**src/rtl/note_tone_gen_pkg.sv**
```systemverilog
// Shared definitions for the note tone generator.
//   SILENT       : half-period word meaning "channel not sounding"
//   NOTE_PERIOD  : 128-entry half-period table, entry 0 is SILENT
//   lookup_state_t : command lookup FSM states
package note_tone_gen_pkg;

    localparam int unsigned TABLE_W     = 16;
    localparam int unsigned TABLE_DEPTH = 128;
    localparam int unsigned TABLE_AW    = 7;

    localparam logic [TABLE_W-1:0] SILENT = '1;

    typedef logic [TABLE_W-1:0] period_table_t [TABLE_DEPTH];

    typedef enum logic [1:0] {
        IDLE,
        READ,
        LOAD
    } lookup_state_t;

    // Half-periods of the lowest octave (notes 1..12); each higher octave
    // halves them with round-to-nearest.
    localparam logic [TABLE_W-1:0] OCTAVE_BASE [12] = '{
        16'd5772, 16'd5448, 16'd5142, 16'd4854, 16'd4581, 16'd4324,
        16'd4081, 16'd3852, 16'd3636, 16'd3432, 16'd3239, 16'd3058
    };

    function automatic period_table_t build_note_period();
        period_table_t t;
        int unsigned   semi;
        int unsigned   oct;
        int unsigned   base;
        for (int unsigned n = 0; n < TABLE_DEPTH; n++) begin
            semi = (n == 0) ? 0 : (n - 1) % 12;
            oct  = (n == 0) ? 0 : (n - 1) / 12;
            base = 32'(OCTAVE_BASE[semi[3:0]]);
            if (n == 0)
                t[n[TABLE_AW-1:0]] = SILENT;
            else if (oct == 0)
                t[n[TABLE_AW-1:0]] = TABLE_W'(base);
            else
                t[n[TABLE_AW-1:0]] = TABLE_W'((base + (32'd1 << (oct - 1))) >> oct);
        end
        return t;
    endfunction

    localparam period_table_t NOTE_PERIOD = build_note_period();

endpackage

```
**src/rtl/note_tone_gen_period_rom.sv**
```systemverilog
// Synchronous-read note half-period ROM.
//   clk  : clock
//   ce   : read enable; dout updates only when high
//   addr : note index
//   dout : registered half-period word (1-cycle latency)
// Indices beyond the package table read as all-ones (silent).
module note_period_rom
    import note_tone_gen_pkg::*;
#(
    parameter int unsigned NOTE_W   = 7,
    parameter int unsigned PERIOD_W = 16
) (
    input  logic                clk,
    input  logic                ce,
    input  logic [NOTE_W-1:0]   addr,
    output logic [PERIOD_W-1:0] dout
);

    localparam int unsigned DEPTH = 2 ** NOTE_W;

    typedef logic [PERIOD_W-1:0] rom_t [DEPTH];

    function automatic rom_t build_rom();
        rom_t r;
        for (int unsigned i = 0; i < DEPTH; i++) begin
            if (i == 0 || i >= TABLE_DEPTH)
                r[i[NOTE_W-1:0]] = '1;
            else
                r[i[NOTE_W-1:0]] = PERIOD_W'(NOTE_PERIOD[i[TABLE_AW-1:0]]);
        end
        return r;
    endfunction

    localparam rom_t ROM = build_rom();

    // No reset on dout so the array maps onto block ROM.
    always_ff @(posedge clk) begin
        if (ce)
            dout <= ROM[addr];
    end

endmodule

```
**src/rtl/note_tone_gen.sv**
```systemverilog
// Multi-channel square-wave note generator.
//   clk, reset_n  : clock, asynchronous active-low reset
//   note_valid    : command present; accepted when note_ready is high
//   note_ready    : lookup FSM idle
//   note_ch       : target channel (values >= CHANNELS are ignored)
//   note_idx      : note index into the half-period table
//   note_on       : 1 = play note_idx, 0 = silence the channel
//   tone          : square wave per channel
//   mix           : number of tone bits currently high
module note_tone_gen
    import note_tone_gen_pkg::*;
#(
    parameter int unsigned CHANNELS = 4,
    parameter int unsigned NOTE_W   = 7,
    parameter int unsigned PERIOD_W = 16,
    parameter int unsigned PRESCALE = 1
) (
    input  logic                           clk,
    input  logic                           reset_n,
    input  logic                           note_valid,
    output logic                           note_ready,
    input  logic [2:0]                     note_ch,
    input  logic [NOTE_W-1:0]              note_idx,
    input  logic                           note_on,
    output logic [CHANNELS-1:0]            tone,
    output logic [$clog2(CHANNELS+1)-1:0]  mix
);

    localparam int unsigned MIX_W = $clog2(CHANNELS + 1);
    localparam int unsigned PS_W  = (PRESCALE > 1) ? $clog2(PRESCALE) : 1;
    localparam logic [PERIOD_W-1:0] SILENT_P = '1;

    lookup_state_t state, state_nxt;

    logic [2:0]          cmd_ch;
    logic [NOTE_W-1:0]   cmd_idx;
    logic                cmd_on;
    logic                accept;
    logic                rom_ce;
    logic                load;
    logic [NOTE_W-1:0]   rom_addr;
    logic [PERIOD_W-1:0] rom_dout;
    logic [PS_W-1:0]     ps_cnt;
    logic                tick;

    // Lookup FSM
    always_ff @(posedge clk or negedge reset_n) begin
        if (!reset_n)
            state <= IDLE;
        else
            state <= state_nxt;
    end

    always_comb begin
        state_nxt  = state;
        note_ready = 1'b0;
        rom_ce     = 1'b0;
        load       = 1'b0;
        case (state)
            IDLE: begin
                note_ready = 1'b1;
                if (note_valid)
                    state_nxt = READ;
            end
            READ: begin
                rom_ce    = 1'b1;
                state_nxt = LOAD;
            end
            LOAD: begin
                load      = 1'b1;
                state_nxt = IDLE;
            end
            default: state_nxt = IDLE;
        endcase
    end

    assign accept = note_valid && note_ready;

    always_ff @(posedge clk or negedge reset_n) begin
        if (!reset_n) begin
            cmd_ch  <= '0;
            cmd_idx <= '0;
            cmd_on  <= 1'b0;
        end else if (accept) begin
            cmd_ch  <= note_ch;
            cmd_idx <= note_idx;
            cmd_on  <= note_on;
        end
    end

    // Entry 0 holds the silent word, so note-off simply reads address 0.
    assign rom_addr = cmd_on ? cmd_idx : '0;

    note_period_rom #(
        .NOTE_W   (NOTE_W),
        .PERIOD_W (PERIOD_W)
    ) u_rom (
        .clk  (clk),
        .ce   (rom_ce),
        .addr (rom_addr),
        .dout (rom_dout)
    );

    // Prescaler
    assign tick = (ps_cnt == PS_W'(PRESCALE - 1));

    always_ff @(posedge clk or negedge reset_n) begin
        if (!reset_n)
            ps_cnt <= '0;
        else if (tick)
            ps_cnt <= '0;
        else
            ps_cnt <= ps_cnt + 1'b1;
    end

    // Per-channel half-period counters
    for (genvar i = 0; i < CHANNELS; i++) begin : g_ch
        logic [PERIOD_W-1:0] period;
        logic [PERIOD_W-1:0] counter;
        logic                tone_q;
        logic                sel;

        assign sel = load && (cmd_ch == 3'(i));

        // A load takes priority over a coincident tick on this channel.
        always_ff @(posedge clk or negedge reset_n) begin
            if (!reset_n) begin
                period  <= SILENT_P;
                counter <= '0;
                tone_q  <= 1'b0;
            end else if (sel) begin
                period  <= rom_dout;
                counter <= rom_dout;
                tone_q  <= 1'b0;
            end else if (tick && period != SILENT_P) begin
                if (counter == '0) begin
                    counter <= period;
                    tone_q  <= ~tone_q;
                end else begin
                    counter <= counter - 1'b1;
                end
            end
        end

        assign tone[i] = tone_q;
    end

    always_comb begin
        mix = '0;
        for (int unsigned i = 0; i < CHANNELS; i++)
            mix = mix + MIX_W'(tone[i]);
    end

endmodule
```
**config.mk**
```make
export PLATFORM = sky130hd
export DESIGN_NAME = note_tone_gen
export DESIGN_NICKNAME = d
export VERILOG_FILES = /design/src/rtl/note_tone_gen_pkg.sv /design/src/rtl/note_tone_gen_period_rom.sv /design/src/rtl/note_tone_gen.sv
export SDC_FILE = /design/constraint.sdc
export NUM_CORES = 1
export LEC_CHECK = 0
export CELL_PAD_IN_SITES_DETAIL_PLACEMENT = 1
export CELL_PAD_IN_SITES_GLOBAL_PLACEMENT = 1
export CORE_MARGIN = 1
export CORE_UTILIZATION = 48
export CTS_CLUSTER_SIZE = 40
export DETAILED_ROUTE_END_ITERATION = 7
export PLACE_DENSITY_LB_ADDON = 0.1
export SKIP_LAST_GASP = 1
export SLEW_MARGIN = 20
export SYNTH_ARGS = -nofsm -noshare
export SYNTH_HDL_FRONTEND = slang
export SYNTH_SLANG_ARGS = --single-unit
```
**constraint.sdc**
```tcl
create_clock -name clk -period 3.78 [get_ports clk]
set_input_delay 1.134 -clock clk [delete_from_list [all_inputs] [get_ports clk]]
set_output_delay 1.134 -clock clk [all_outputs]
set_load 0.02 [all_outputs]
```
==> impl_metrics.env <==
export IMPL_tightest_slew_ns=0.948
export IMPL_dieArea_um2=20800
export IMPL_layout_drive_gt1_share_pct=11.7
export IMPL_finalCriticalPeriod_ns=3.62
export IMPL_powerDensity_nw_per_um2=765
export IMPL_r2r_end="u_rom.dout[2]"
export IMPL_critPathLaunchType="flop"
export IMPL_cts_clk_slew_worst_paths_ns=0.07
export IMPL_fp_dieW_um=144
export IMPL_slew_viol_final=0
export IMPL_crit_required_ns=2.65
export IMPL_cts_hold_buf=0
export IMPL_portBuffers=21
export IMPL_nFillCells=2408
export IMPL_slowest_delay_ns=0.60
export IMPL_synthesis_area_um2=9730
export IMPL_clock_fmax_mhz=276
export IMPL_area_growth_pct=9.29
export IMPL_first_pass_iters=5
export IMPL_synthFlopType="dfrtp_1"
export IMPL_place_gp_congestion=0.984
export IMPL_antenna_found_initial=0
export IMPL_numCtsBuffers=17
export IMPL_crit_path_cell_trace="inv_1 -> fa_1 -> inv_1 -> ha_1 -> ha_1 -> clkdlybuf4s50_1"
export IMPL_drc=0
export IMPL_syn_num_nets=1215
export IMPL_tritoncts="yes"
export IMPL_synth_cells=1181
export IMPL_avgViaCountPerCell=6.47
export IMPL_slew_limit_headroom_pct=36.2
export IMPL_r2r_cells=9
export IMPL_nets=1192
export IMPL_yosysWarnings=0
export IMPL_grt_start_max_net_pins=84
export IMPL_holdPathEnd="g_ch[3].period[12]"
export IMPL_grt_ovfl_total=0
export IMPL_fin_crit_sh_pct=95.8
export IMPL_outcome="completed"
export IMPL_vdd_drop_max_mv=0.380
export IMPL_arrival_ns=2.49
export IMPL_p_leak_uw=0.00422
export IMPL_cts_sinks=151
export IMPL_start_util_pct=49.5
export IMPL_ys_ff_latch=151
export IMPL_cts_root_buf="clkbuf_16"
export IMPL_grt_pass1_vias=9184
export IMPL_holdCritPathClass="reg2reg"
export IMPL_slowest_stage="clkdlybuf4s50_1"
export IMPL_num_vias=9288
export IMPL_wire_per_inst_um=21.9
export IMPL_ys_seq_area_share_pct=40.3
export IMPL_avgSynthCellArea_um2=8.24
export IMPL_clockBufferDepth=2
export IMPL_multi_input_area_um2=5340
export IMPL_grt_first_pass_wirelength_um=50500
export IMPL_clock_latency_ns=0.43
export IMPL_rows=51
export IMPL_core_area_um2=19700
export IMPL_end_kind="output pin"
export IMPL_rsz0062_at_grt="false"
export IMPL_fp_dieH_um=144
export IMPL_final_util_pct=54.1
export IMPL_ant_nets=0
export IMPL_drt_iter0_drc=781
export IMPL_synth_async_reset_ratio_pct=90.7
export IMPL_critical_path_buf_inv_count=3
export IMPL_worstSetupPathType="reg2out"
export IMPL_cts_htree_levels=4
export IMPL_cts_resized=0
export IMPL_finClkSkew_ns=0.0131
export IMPL_maxCapViolations=0
export IMPL_dp_hpwl_um=21400
export IMPL_seqCellArea_um2=3920
export IMPL_synth_edff_count=14
export IMPL_num_antenna_cells=0
export IMPL_ios=22
export IMPL_hold_viol=0
export IMPL_setup_violations=0
export IMPL_grtUsageTotal_pct=31.8
export IMPL_critPathMaxFanout=2
export IMPL_critPathTopFamily="adder cells"
export IMPL_post_cts_buffers=0
export IMPL_r2r_start="cmd_idx[1]"
export IMPL_regToRegSetupSlack_ns=0.78
export IMPL_fin_setup_tns_ns=0
export IMPL_routed_wl_um=31500
export IMPL_hold_ws_ns=0.468
export IMPL_worstHoldStart="g_ch[3].period[12]"
export IMPL_holdPathStages=2
export IMPL_synthDistinctLibCells=79
-- area by class of cell --
class                   instances  share of cell area, %
well taps                     265                   3.12
repair buffers                 43                   3.66
clock inverters                10                  0.683
multi-input cells             911                   50.2
inverters                      34                   1.20
flip-flops and latches        151                   36.9
clock buffers                  22                   4.27
-- how the worst max path moves through the flow --
stage	slack, ns	startpoint	cells past startpoint	to
2_1_floorplan	0.98	cmd_on	12	u_rom.dout[2]
3_3_place_gp	0.65	g_ch[0].tone_q	6	mix[1]
3_5_place_dp	0.60	g_ch[0].tone_q	6	mix[1]
4_1_cts	0.13	g_ch[0].tone_q	6	mix[1]
5_1_grt	0.06	g_ch[0].tone_q	6	mix[1]
6_report	0.16	g_ch[0].tone_q	6	mix[1]
-- routing by layer --
metal	global-route usage, %	share of wire [%]	vias up
met2	51.2	47	286
met5	0	0	-
met4	9.31	2.4	0
met1	43.7	46	4714
met3	5.50	5.0	55
li1	-	-	4233
-- logic make-up after synthesis --
| group | Yosys count | share of synthesized area [%] |
|---|---|---|
| AOI/OAI and AO/OA | 307 | 21.1 |
| xor gates and xnor gates | 24 | 2.16 |
| DFF | 151 | 40.3 |
| buffers and inverters | 119 | 4.95 |
| and+or+nand+nor | 537 | 26.2 |
| adders and majority gates | 20 | 2.65 |
| muxes | 23 | 2.61 |
-- state kept, by name, summed over array words and instances (netlist names) --
register / flops
cmd_ch: 3
cmd_idx: 7
cmd_on: 1
g_ch.counter: 64
g_ch.period: 56
g_ch.tone_q: 4
state: 2
u_rom.dout: 14
-- synthesized netlist by cell type (15+ instances only) --
library cell | number | area share (%)
xnor2_1 | 18 | 1.6
nor3_1 | 26 | 1.3
or4_1 | 17 | 1.3
a22oi_1 | 15 | 1.2
o21ai_0 | 71 | 3.7
clkbuf_1 | 74 | 2.9
ha_1 | 19 | 2.4
nor2_1 | 85 | 3.3
nor4_1 | 24 | 1.5
dfstp_2 | 56 | 15
nand2b_1 | 15 | 0.96
nand2_1 | 252 | 9.7
nand3_1 | 32 | 1.6
a211oi_1 | 19 | 1.5
dfrtp_1 | 81 | 21
inv_1 | 33 | 1.3
a21oi_1 | 65 | 3.3
o211ai_1 | 33 | 2.5
nand4_1 | 18 | 1.2
o31ai_1 | 15 | 1.2
-- power by group --
group / internal (uW) / total, uW / leakage (uW) / switching, uW
clock network: 860 / 1580 / 0.000247 / 716
registers: 2540 / 3500 / 0.00171 / 960
logic: 1300 / 3060 / 0.00226 / 1760
-- through the flow --
stage | setup WS [ns] | instance area [um2] | total power (uW) | cells
4_1_cts | 0.135 | 10600 | 8110 | 1436
6_report | 0.160 | 10600 | 8130 | 1436
3_3_place_gp | 0.654 | 10100 | 6360 | 1404
3_5_place_dp | 0.603 | 10100 | 6490 | 1404
2_1_floorplan | 0.977 | 9730 | 5470 | 1181
5_1_grt | 0.0629 | 10600 | 8670 | 1436
-- cell usage in the layout (no fill, tap or decap), types with 18 or more instances in the layout --
cell / netlist / layout
xnor2_1: 18 / 18
o21ai_0: 71 / 71
dfstp_2: 56 / 56
nor3_1: 26 / 25
ha_1: 19 / 19
inv_1: 33 / 33
nand4_1: 18 / 18
a21oi_1: 65 / 65
nor2_1: 85 / 85
clkdlybuf4s50_1: 0 / 20
o211ai_1: 33 / 33
nand2_1: 252 / 252
a211oi_1: 19 / 19
dfrtp_1: 81 / 81
buf_4: 5 / 21
nor4_1: 24 / 24
nand3_1: 32 / 32
-- worst reg2reg max path, delay by kind of cell (launching register included) --
kind / cells / cell delay [ns]
AO/OA/AOI/OAI: 4 / 1.00
flip-flops: 1 / 0.66
AND/OR/NAND/NOR: 2 / 0.53
adder cells (fa/ha/maj): 1 / 0.37
buffers and inverters: 2 / 0.28
Note: power is estimated with default switching activity, not from simulation.
